===== src/rtl/data_producer.sv =====
// data_producer: dummy AXI-Stream source. A start pulse emits packet_count
// fixed-length packets carrying an incrementing 32-bit word sequence, with
// optional TVALID throttle bubbles and inter-packet gaps.

// One 32-bit lane of the word pattern: current beat value and the value the
// same lane takes on the following beat.
module dp_lane #(
  parameter int LANE  = 0,
  parameter int NLANE = 1
) (
  input  logic [31:0] seq,
  output logic [31:0] cur,
  output logic [31:0] nxt
);
  assign cur = seq + 32'(LANE);
  assign nxt = seq + 32'(NLANE + LANE);
endmodule

module data_producer #(
  parameter int          DW            = 32,
  parameter int          PACKET_BEATS  = 16,
  parameter int          VALID_CYCLES  = 0,
  parameter int          NVALID_CYCLES = 0,
  parameter int          IDLE_CYCLES   = 0,
  // Reset value of the sequence counter; lets a bench start near the wrap.
  parameter logic [31:0] SEQ_INIT      = 32'h0
) (
  input  logic            clk,
  input  logic            resetn,
  input  logic            start,
  input  logic [15:0]     packet_count,
  output logic            busy,
  output logic            done,
  output logic [DW-1:0]   AXIS_TX_TDATA,
  output logic [DW/8-1:0] AXIS_TX_TKEEP,
  output logic            AXIS_TX_TUSER,
  output logic            AXIS_TX_TLAST,
  output logic            AXIS_TX_TVALID,
  input  logic            AXIS_TX_TREADY
);
  localparam int NLANE = DW / 32;
  localparam int BW    = (PACKET_BEATS < 2) ? 1 : $clog2(PACKET_BEATS);
  localparam int CMAX0 = (VALID_CYCLES > NVALID_CYCLES) ? VALID_CYCLES : NVALID_CYCLES;
  localparam int CMAX  = (CMAX0 > IDLE_CYCLES) ? CMAX0 : IDLE_CYCLES;
  localparam int CW    = (CMAX < 2) ? 1 : $clog2(CMAX + 1);
  localparam bit THR_EN    = (VALID_CYCLES != 0) && (NVALID_CYCLES != 0);
  localparam bit GAP_EN    = (IDLE_CYCLES != 0);
  localparam bit ONE_BEAT  = (PACKET_BEATS == 1);

  localparam logic [BW-1:0] LAST_BEAT = BW'(PACKET_BEATS - 1);
  localparam logic [CW-1:0] VC        = CW'(VALID_CYCLES);
  localparam logic [CW-1:0] NV_LAST   = CW'(NVALID_CYCLES - 1);
  localparam logic [CW-1:0] IG_LAST   = CW'(IDLE_CYCLES - 1);

  typedef enum logic [1:0] {IDLE, SEND, THROTTLE, GAP} state_t;

  state_t                        state;
  logic [31:0]                   seq;
  logic [15:0]                   remaining;
  logic [BW-1:0]                 beat;
  logic [CW-1:0]                 cnt;
  logic [NLANE-1:0][31:0]        tdata_q;
  logic [NLANE-1:0][31:0]        lane_cur, lane_nxt;
  logic                          accept;

  // Per-lane word values for the current and next beat.
  for (genvar g = 0; g < NLANE; g++) begin : g_lane
    dp_lane #(.LANE(g), .NLANE(NLANE)) u_lane (
      .seq (seq),
      .cur (lane_cur[g]),
      .nxt (lane_nxt[g])
    );
  end

  assign accept         = AXIS_TX_TVALID & AXIS_TX_TREADY;
  assign AXIS_TX_TDATA  = tdata_q;
  assign AXIS_TX_TKEEP  = '1;

  // Control FSM; every stream output is registered here so nothing depends
  // combinationally on TREADY. cnt serves both as throttle beat count and as
  // bubble/gap length counter, since those uses never overlap.
  always_ff @(posedge clk or negedge resetn) begin
    if (!resetn) begin
      state          <= IDLE;
      seq            <= SEQ_INIT;
      remaining      <= '0;
      beat           <= '0;
      cnt            <= '0;
      tdata_q        <= '0;
      busy           <= 1'b0;
      done           <= 1'b0;
      AXIS_TX_TVALID <= 1'b0;
      AXIS_TX_TUSER  <= 1'b0;
      AXIS_TX_TLAST  <= 1'b0;
    end else begin
      done <= 1'b0;
      case (state)
        IDLE: begin
          // done high means the run ended at the last edge: treat as busy.
          if (start && !done && packet_count != 16'd0) begin
            remaining      <= packet_count;
            beat           <= '0;
            cnt            <= '0;
            busy           <= 1'b1;
            state          <= SEND;
            AXIS_TX_TVALID <= 1'b1;
            AXIS_TX_TUSER  <= 1'b1;
            AXIS_TX_TLAST  <= ONE_BEAT;
            tdata_q        <= lane_cur;
          end
        end
        SEND: begin
          if (accept) begin
            seq     <= seq + 32'(NLANE);
            tdata_q <= lane_nxt;
            if (beat == LAST_BEAT) begin
              beat <= '0;
              cnt  <= '0;
              if (remaining == 16'd1) begin
                state          <= IDLE;
                done           <= 1'b1;
                busy           <= 1'b0;
                AXIS_TX_TVALID <= 1'b0;
                AXIS_TX_TUSER  <= 1'b0;
                AXIS_TX_TLAST  <= 1'b0;
              end else begin
                remaining     <= remaining - 16'd1;
                AXIS_TX_TUSER <= 1'b1;
                AXIS_TX_TLAST <= ONE_BEAT;
                if (GAP_EN) begin
                  state          <= GAP;
                  AXIS_TX_TVALID <= 1'b0;
                end
              end
            end else begin
              beat          <= beat + 1'b1;
              AXIS_TX_TUSER <= 1'b0;
              AXIS_TX_TLAST <= (beat + 1'b1 == LAST_BEAT);
              if (THR_EN && (cnt + 1'b1 == VC)) begin
                cnt            <= '0;
                state          <= THROTTLE;
                AXIS_TX_TVALID <= 1'b0;
              end else if (THR_EN) begin
                cnt <= cnt + 1'b1;
              end
            end
          end
        end
        THROTTLE: begin
          if (cnt == NV_LAST) begin
            cnt            <= '0;
            state          <= SEND;
            AXIS_TX_TVALID <= 1'b1;
          end else begin
            cnt <= cnt + 1'b1;
          end
        end
        GAP: begin
          if (cnt == IG_LAST) begin
            cnt            <= '0;
            state          <= SEND;
            AXIS_TX_TVALID <= 1'b1;
          end else begin
            cnt <= cnt + 1'b1;
          end
        end
        default: state <= IDLE;
      endcase
    end
  end
endmodule


===== config.mk =====
export PLATFORM = sky130hd
export DESIGN_NAME = data_producer
export DESIGN_NICKNAME = d
export VERILOG_FILES = /design/src/rtl/data_producer.sv
export SDC_FILE = /design/constraint.sdc
export NUM_CORES = 1
export LEC_CHECK = 0
export BUFFER_PORTS_ARGS = -buffer_cell sky130_fd_sc_hd__buf_2
export CORE_MARGIN = 10
export CORE_UTILIZATION = 53
export DETAILED_ROUTE_END_ITERATION = 10
export PLACE_DENSITY_LB_ADDON = 0.08
export SETUP_SLACK_MARGIN = 0.2
export SYNTH_ARGS = -nofsm -noshare
export SYNTH_HDL_FRONTEND = slang
export SYNTH_SLANG_ARGS = --single-unit

===== constraint.sdc =====
create_clock -name clk -period 2.03 [get_ports clk]
set_input_delay 0.203 -clock clk [delete_from_list [all_inputs] [get_ports clk]]
set_output_delay 0.203 -clock clk [all_outputs]
set_load 0.05 [all_outputs]

==> results.sh, run 1 <==
export IMPL_outcome="complete, no violations"
export IMPL_clk_pin_slew_ps=90
export IMPL_required_ps=2330
export IMPL_chipWidth_um=115.6
export IMPL_wl_per_cell_um=17.30
export IMPL_cts_sinks=88
export IMPL_fin_crit_ps=1892
export IMPL_comb_power_share_pct=35.8
export IMPL_path_class="flip-flop to flip-flop"
export IMPL_synthCells=515
export IMPL_grt_pass1_wl_mm=20.11
export IMPL_hpwl_mm=8.564
export IMPL_clock_latency_ps=360
export IMPL_grt_start_max_net_pins=89
export IMPL_power_frac_clock_pct=21.5
export IMPL_startpoint_type="flip-flop"
export IMPL_synth_edf_count=0
export IMPL_routed_wl_mm=12.56
export IMPL_start_util_pct=55.00
export IMPL_ys_types=61
export IMPL_reg2reg_depth=6
export IMPL_ys_flop_type="dfrtp_1"
export IMPL_ys_seq_elements=88
export IMPL_period_share_pct=93.22
export IMPL_gp_congestion=0.8532
export IMPL_power_frac_seq_pct=42.7
export IMPL_synth_avg_cell_area_um2=9.405
export IMPL_holdPathStages=3
export IMPL_cts_buffers=9
export IMPL_cp_end_kind="flip-flop"
export IMPL_tightest_slew_ps=501.2
export IMPL_fp_dieArea_um2=13360
export IMPL_syn_to_final_growth_pct=26.25
export IMPL_htree_num_levels=3
export IMPL_postRouteAntennaNets=0
export IMPL_ir_drop_mv=0.6316
export IMPL_die_y_um=115.6
export IMPL_yosysSeqAreaShare_pct=45.47
export IMPL_overflow=0
export IMPL_rsz0062_at_grt="yes"
export IMPL_grt_total_usage_pct=18.67
export IMPL_crit_path_max_fanout=5
export IMPL_drc=0
export IMPL_final_setup_tns_ps=0
export IMPL_min_path_type="input pin to flip-flop"
export IMPL_drt_initial_drc_count=270
export IMPL_cts_root_buf="clkbuf_8"
export IMPL_cp_arrival_ps=2190
export IMPL_via_count=4185
export IMPL_max_cap_viol_count=0
export IMPL_portBuffers=56
export IMPL_fin_skew_ps=15.14
export IMPL_io_pins=61
export IMPL_antenna_found_initial=0
export IMPL_finalMaxSlewViolations=0
export IMPL_synth_warnings=0
export IMPL_p_int_w=0.003286
export IMPL_post_place_cells=681
export IMPL_antenna_diode_count=0
export IMPL_vias_per_cell=5.764
export IMPL_layout_drive_gt1_share_pct=34.47
export IMPL_synth_top_area_share_pct=45.47
export IMPL_power_density_nw_per_um2=867.7
export IMPL_clk_path_buf_depth=2
export IMPL_dr_pass1_iters=4
export IMPL_netSwitchingFraction_pct=38.06
export IMPL_synth_most_common_cell="dfrtp_1"
export IMPL_leakage_nw=2.794
export IMPL_stdcell_count=726
export IMPL_relSlewSlack_pct=66.28
export IMPL_hold_viol=0
export IMPL_synthTopCellsByArea="dfrtp_1 45%, xnor2_1 6.9%, nand2_1 5.3%"
export IMPL_p_sw_w=0.002019
export IMPL_synth_top_area_cell="dfrtp_1"
export IMPL_synthArstFlopShare_pct=100.0
export IMPL_rows=34
export IMPL_fmax_mhz=528.4
export IMPL_first_global_vias=4077
export IMPL_syn_cell_area_um2=4843
export IMPL_fin_nets=639
export IMPL_coreArea_um2=8806
export IMPL_setup_viol=0
export IMPL_netlist_top_cells_count="88 x dfrtp_1, 68 x nand2_1, 38 x xnor2_1"
export IMPL_cts_tree="built"
## worst paths after layout
kind,start,to,slack (ps)
hold / removal,packet_count[11],remaining[11],110
setup / recovery,remaining[0],remaining[11],140
hold reg to reg,AXIS_TX_TDATA[23],AXIS_TX_TDATA[23],480
setup reg to reg,remaining[0],remaining[11],140
max in group asynchronous,resetn,busy,1230
min in group asynchronous,resetn,AXIS_TX_TDATA[12],410
## through the flow
step,setup WS (ps),total power [W],area (um^2),hold slack [ps],utilization (%)
6_report,137.6,0.005305,6115,106.8,69.44
5_1_grt,89.79,0.005596,6115,101.0,69.44
4_1_cts,146.8,0.005143,5861,109.3,66.55
3_5_place_dp,73.44,0.003944,5508,282.9,62.55
3_3_place_gp,124.3,0.003911,5508,285.8,62.55
2_1_floorplan,115.1,0.003467,5012,-92.59,-
## worst max-delay path: stages, from the launching register on
cell	delay [ps]
dfrtp_1	390
buf_4	150
or2_2	350
nor4_4	330
nand2_1	110
a2111o_1	390
a21oi_2	110
## kinds of logic (layout without fill, tap and decap cells)
kind of cell | Yosys count | after routing | share of synthesized area (%)
simple gates | 214 | 215 | 24.15
compound gates | 88 | 88 | 11.91
flops | 88 | 88 | 45.47
xor+xnor | 60 | 60 | 10.85
buf+inv | 52 | 151 | 4.727
mux | 7 | 7 | 1.524
fa+ha+maj | 5 | 5 | 1.292
other cells | 1 | 4 | 0.07743
## repair_timing
action | CTS | global route
gates resized for setup | 14 | 38
hold endpoints to repair | 88 | 0
hold buffers | 1 | 0
endpoints found under the setup margin | 27 | 52
gates cloned | 0 | 1
pin swaps | 7 | 26
setup buffers | 14 | 14
## layer usage
metal / up-vias / global-route usage, % / routed length, um
met3: 25 / 3.979 / 667
met2: 136 / 29.90 / 6035
met5: - / 0 / 0
li1: 2017 / - / -
met4: 0 / 6.334 / 305
met1: 2007 / 24.60 / 5553
## power groups by stage
stage / combinational (W) / clock, W / sequential [W]
after global routing: 0.00205 / 0.00124 / 0.00230
after detailed placement: 0.00163 / 0 / 0.00231
after CTS: 0.00173 / 0.00115 / 0.00227
final: 0.00190 / 0.00114 / 0.00226
after global placement: 0.00161 / 0 / 0.00230
after floorplan: 0.000931 / 0 / 0.00254
## sequential cells by signal, indices dropped and copies added, names as in the netlist
register	cells
AXIS_TX_TDATA	32
AXIS_TX_TLAST	1
AXIS_TX_TUSER	1
beat	4
busy	1
done	1
remaining	16
seq	32
## cell usage in the layout, fill, tap and decap left out, types with 3 or more instances in the layout
cell	instances
nand3_1	22
nor3_2	5
mux2_2	3
nand2_1	62
nand3_2	3
mux2i_1	4
clkbuf_8	11
dfrtp_1	83
nand2_2	6
nand4_1	20
nor2_1	29
buf_4	62
buf_2	55
nor4_1	6
buf_12	3
o21ai_2	5
buf_6	3
a21oi_1	5
clkinvlp_4	4
xnor2_1	38
or2_2	4
o221a_2	3
o21ai_1	10
conb_1	4
and2_1	4
nor4_4	8
inv_1	10
or3_1	4
a31oi_1	3
o31ai_1	4
nor2_2	5
or3_4	4
dfrtp_2	5
o21ai_0	31
and4_1	5
or4_4	3
and3_1	5
xor2_1	22
ha_1	5
o22ai_1	3
## cell type report
cell class	count	area [um^2]
multi-input cells	379	2689
repair buffers	125	859.6
flip-flops and latches	88	2208
fillers	684	2691
clock inverters	4	30.03
clock buffers	11	151.4
inverters	11	41.29
well taps	108	135.1
Power figures use the tool's default switching activity.
==> run 2: changes to the inputs <==
==> constraint.sdc (replaced) <==
create_clock -name clk -period 2.03 [get_ports clk]
set_input_delay 0.203 -clock clk [delete_from_list [all_inputs] [get_ports clk]]
set_output_delay 0.203 -clock clk [all_outputs]
set_load 0.005 [all_outputs]
==> results.sh, run 2 (synthesis results as in run 1) <==
export IMPL_outcome="complete, no violations"
export IMPL_grt_start_max_net_pins=41
export IMPL_fin_skew_ps=10.34
export IMPL_relSlewSlack_pct=58.21
export IMPL_antenna_found_initial=0
export IMPL_gp_congestion=0.9377
export IMPL_crit_chain="or3_4 -> or3_4 -> or4_1 -> o21ai_1 -> a211oi_1"
export IMPL_final_common_cell="dfrtp_1"
export IMPL_stdcell_count=752
export IMPL_fp_dieArea_um2=13360
export IMPL_fmax_mhz=533.1
export IMPL_final_setup_tns_ps=0
export IMPL_dpl_worst_slack_ps=-3.974
export IMPL_vias_per_cell=5.745
export IMPL_drc=0
export IMPL_die_y_um=115.6
export IMPL_cpPeakStageDelay_ps=420
export IMPL_clock_latency_ps=350
export IMPL_hpwl_mm=9.804
export IMPL_cts_tree="built"
export IMPL_cp_common_cell="or3_4"
export IMPL_via_count=4320
export IMPL_cp_end_kind="flip-flop"
export IMPL_cp_arrival_ps=2120
export IMPL_leakage_nw=2.967
export IMPL_portBuffers=56
export IMPL_power_density_nw_per_um2=844.2
export IMPL_grt_total_usage_pct=20.55
export IMPL_path_class="flip-flop to flip-flop"
export IMPL_antenna_diode_count=0
export IMPL_crit_buf_inv=0
export IMPL_start_util_pct=55.00
export IMPL_layout_common_cells="86 x dfrtp_1, 85 x buf_4, 65 x nand2_1"
export IMPL_dr_pass1_iters=5
export IMPL_stdcell_area_um2=6317
export IMPL_cts_buffers=9
export IMPL_worst_path_dominant_cell_family="simple AND/OR/NAND/NOR gates"
export IMPL_rsz0062_at_grt="yes"
export IMPL_fin_nets=664
export IMPL_layout_drive_gt1_share_pct=36.18
export IMPL_min_path_type="input pin to flip-flop"
export IMPL_overflow=0
export IMPL_startpoint_type="flip-flop"
export IMPL_cts_root_buf="clkbuf_8"
export IMPL_drt_initial_drc_count=235
export IMPL_hold_ws_ps=121.5
export IMPL_crit_path_max_fanout=4
export IMPL_max_cap_viol_count=0
export IMPL_fin_crit_ps=1876
export IMPL_cpMaxStageDelayCell="or4_1"
export IMPL_first_global_vias=4309
export IMPL_io_pins=61
export IMPL_setup_ws_ps=154.3
export IMPL_chipWidth_um=115.6
export IMPL_rows=34
export IMPL_coreArea_um2=8806
export IMPL_cts_sinks=88
export IMPL_tightest_slew_ps=624.5
export IMPL_htree_num_levels=3
export IMPL_ir_drop_mv=0.6342
export IMPL_period_share_pct=92.40
export IMPL_clk_pin_slew_ps=100
export IMPL_syn_to_final_growth_pct=30.43
export IMPL_setup_viol=0
export IMPL_finalMaxSlewViolations=0
export IMPL_postRouteAntennaNets=0
export IMPL_required_ps=2270
export IMPL_grt_pass1_wl_mm=22.05
export IMPL_routed_wl_mm=14.07
export IMPL_clk_path_buf_depth=2
export IMPL_placedInstanceArea_um2=5593
export IMPL_hold_viol=0
export IMPL_post_place_cells=697
export IMPL_wl_per_cell_um=18.71
[run 2: cell types whose count changed in the layout (fill, tap and decap cells not counted), moves of 3 or more]
cell	before	now
inv_6	0	3
dfrtp_1	83	86
buf_6	3	8
buf_4	62	85
nand3_2	3	6
nand2_1	62	65
dfrtp_2	5	2
nand2_2	6	2
[run 2: path summary, 6_finish.rpt]
kind,start,endpoint,slack [ps],cells after the start
max,remaining[9],remaining[12],150,5
min,packet_count[4],remaining[4],120,3
max reg2reg,remaining[9],remaining[12],150,5
min reg2reg,AXIS_TX_TDATA[3],AXIS_TX_TDATA[3],480,2
max in group asynchronous,resetn,AXIS_TX_TDATA[12],1050,3
min in group asynchronous,resetn,remaining[13],280,2
[run 2: layer usage]
metal	part of all wire [%]	global-route usage (%)
met5	0	0
met4	1.1	5.321
met3	7.0	5.426
met2	47	32.80
met1	45	27.14
[run 2: area by class of cell]
class,instances,area [um^2]
fill,655,2489
multi-input combinational,378,2688
sequential,88,2205
clock buffer,9,123.9
tap,108,135.1
timing repair buffer,151,1049
inverter,11,41.29
clock inverter,7,76.32
[run 2: repair_timing]
action                                  CTS  global route
pin swaps                                13            20
resized for setup                        24            36
endpoints found under the setup margin   40            54
buffers inserted                         18            20
hold buffers                              1             0
hold endpoints to repair                 20             0
[run 2: where the power goes]
group          switching (W)  total (W)  internal (W)
sequential          0.000271    0.00229       0.00201
clock               0.000684    0.00126      0.000581
combinational       0.000920    0.00178      0.000863
[run 2: worst min-delay path, cell delays in order]
cell and delay [ps]:
buf_2 110, a221oi_2 60, o31ai_1 70
[run 2: metrics by stage]
| step | utilization (%) | total power [W] |
|---|---|---|
| 3_5_place_dp | 63.51 | 0.003724 |
| 2_1_floorplan | - | 0.003145 |
| 4_1_cts | 68.43 | 0.005113 |
| 3_3_place_gp | 63.51 | 0.003666 |
| 5_1_grt | 71.74 | 0.005602 |
| 6_report | 71.74 | 0.005333 |
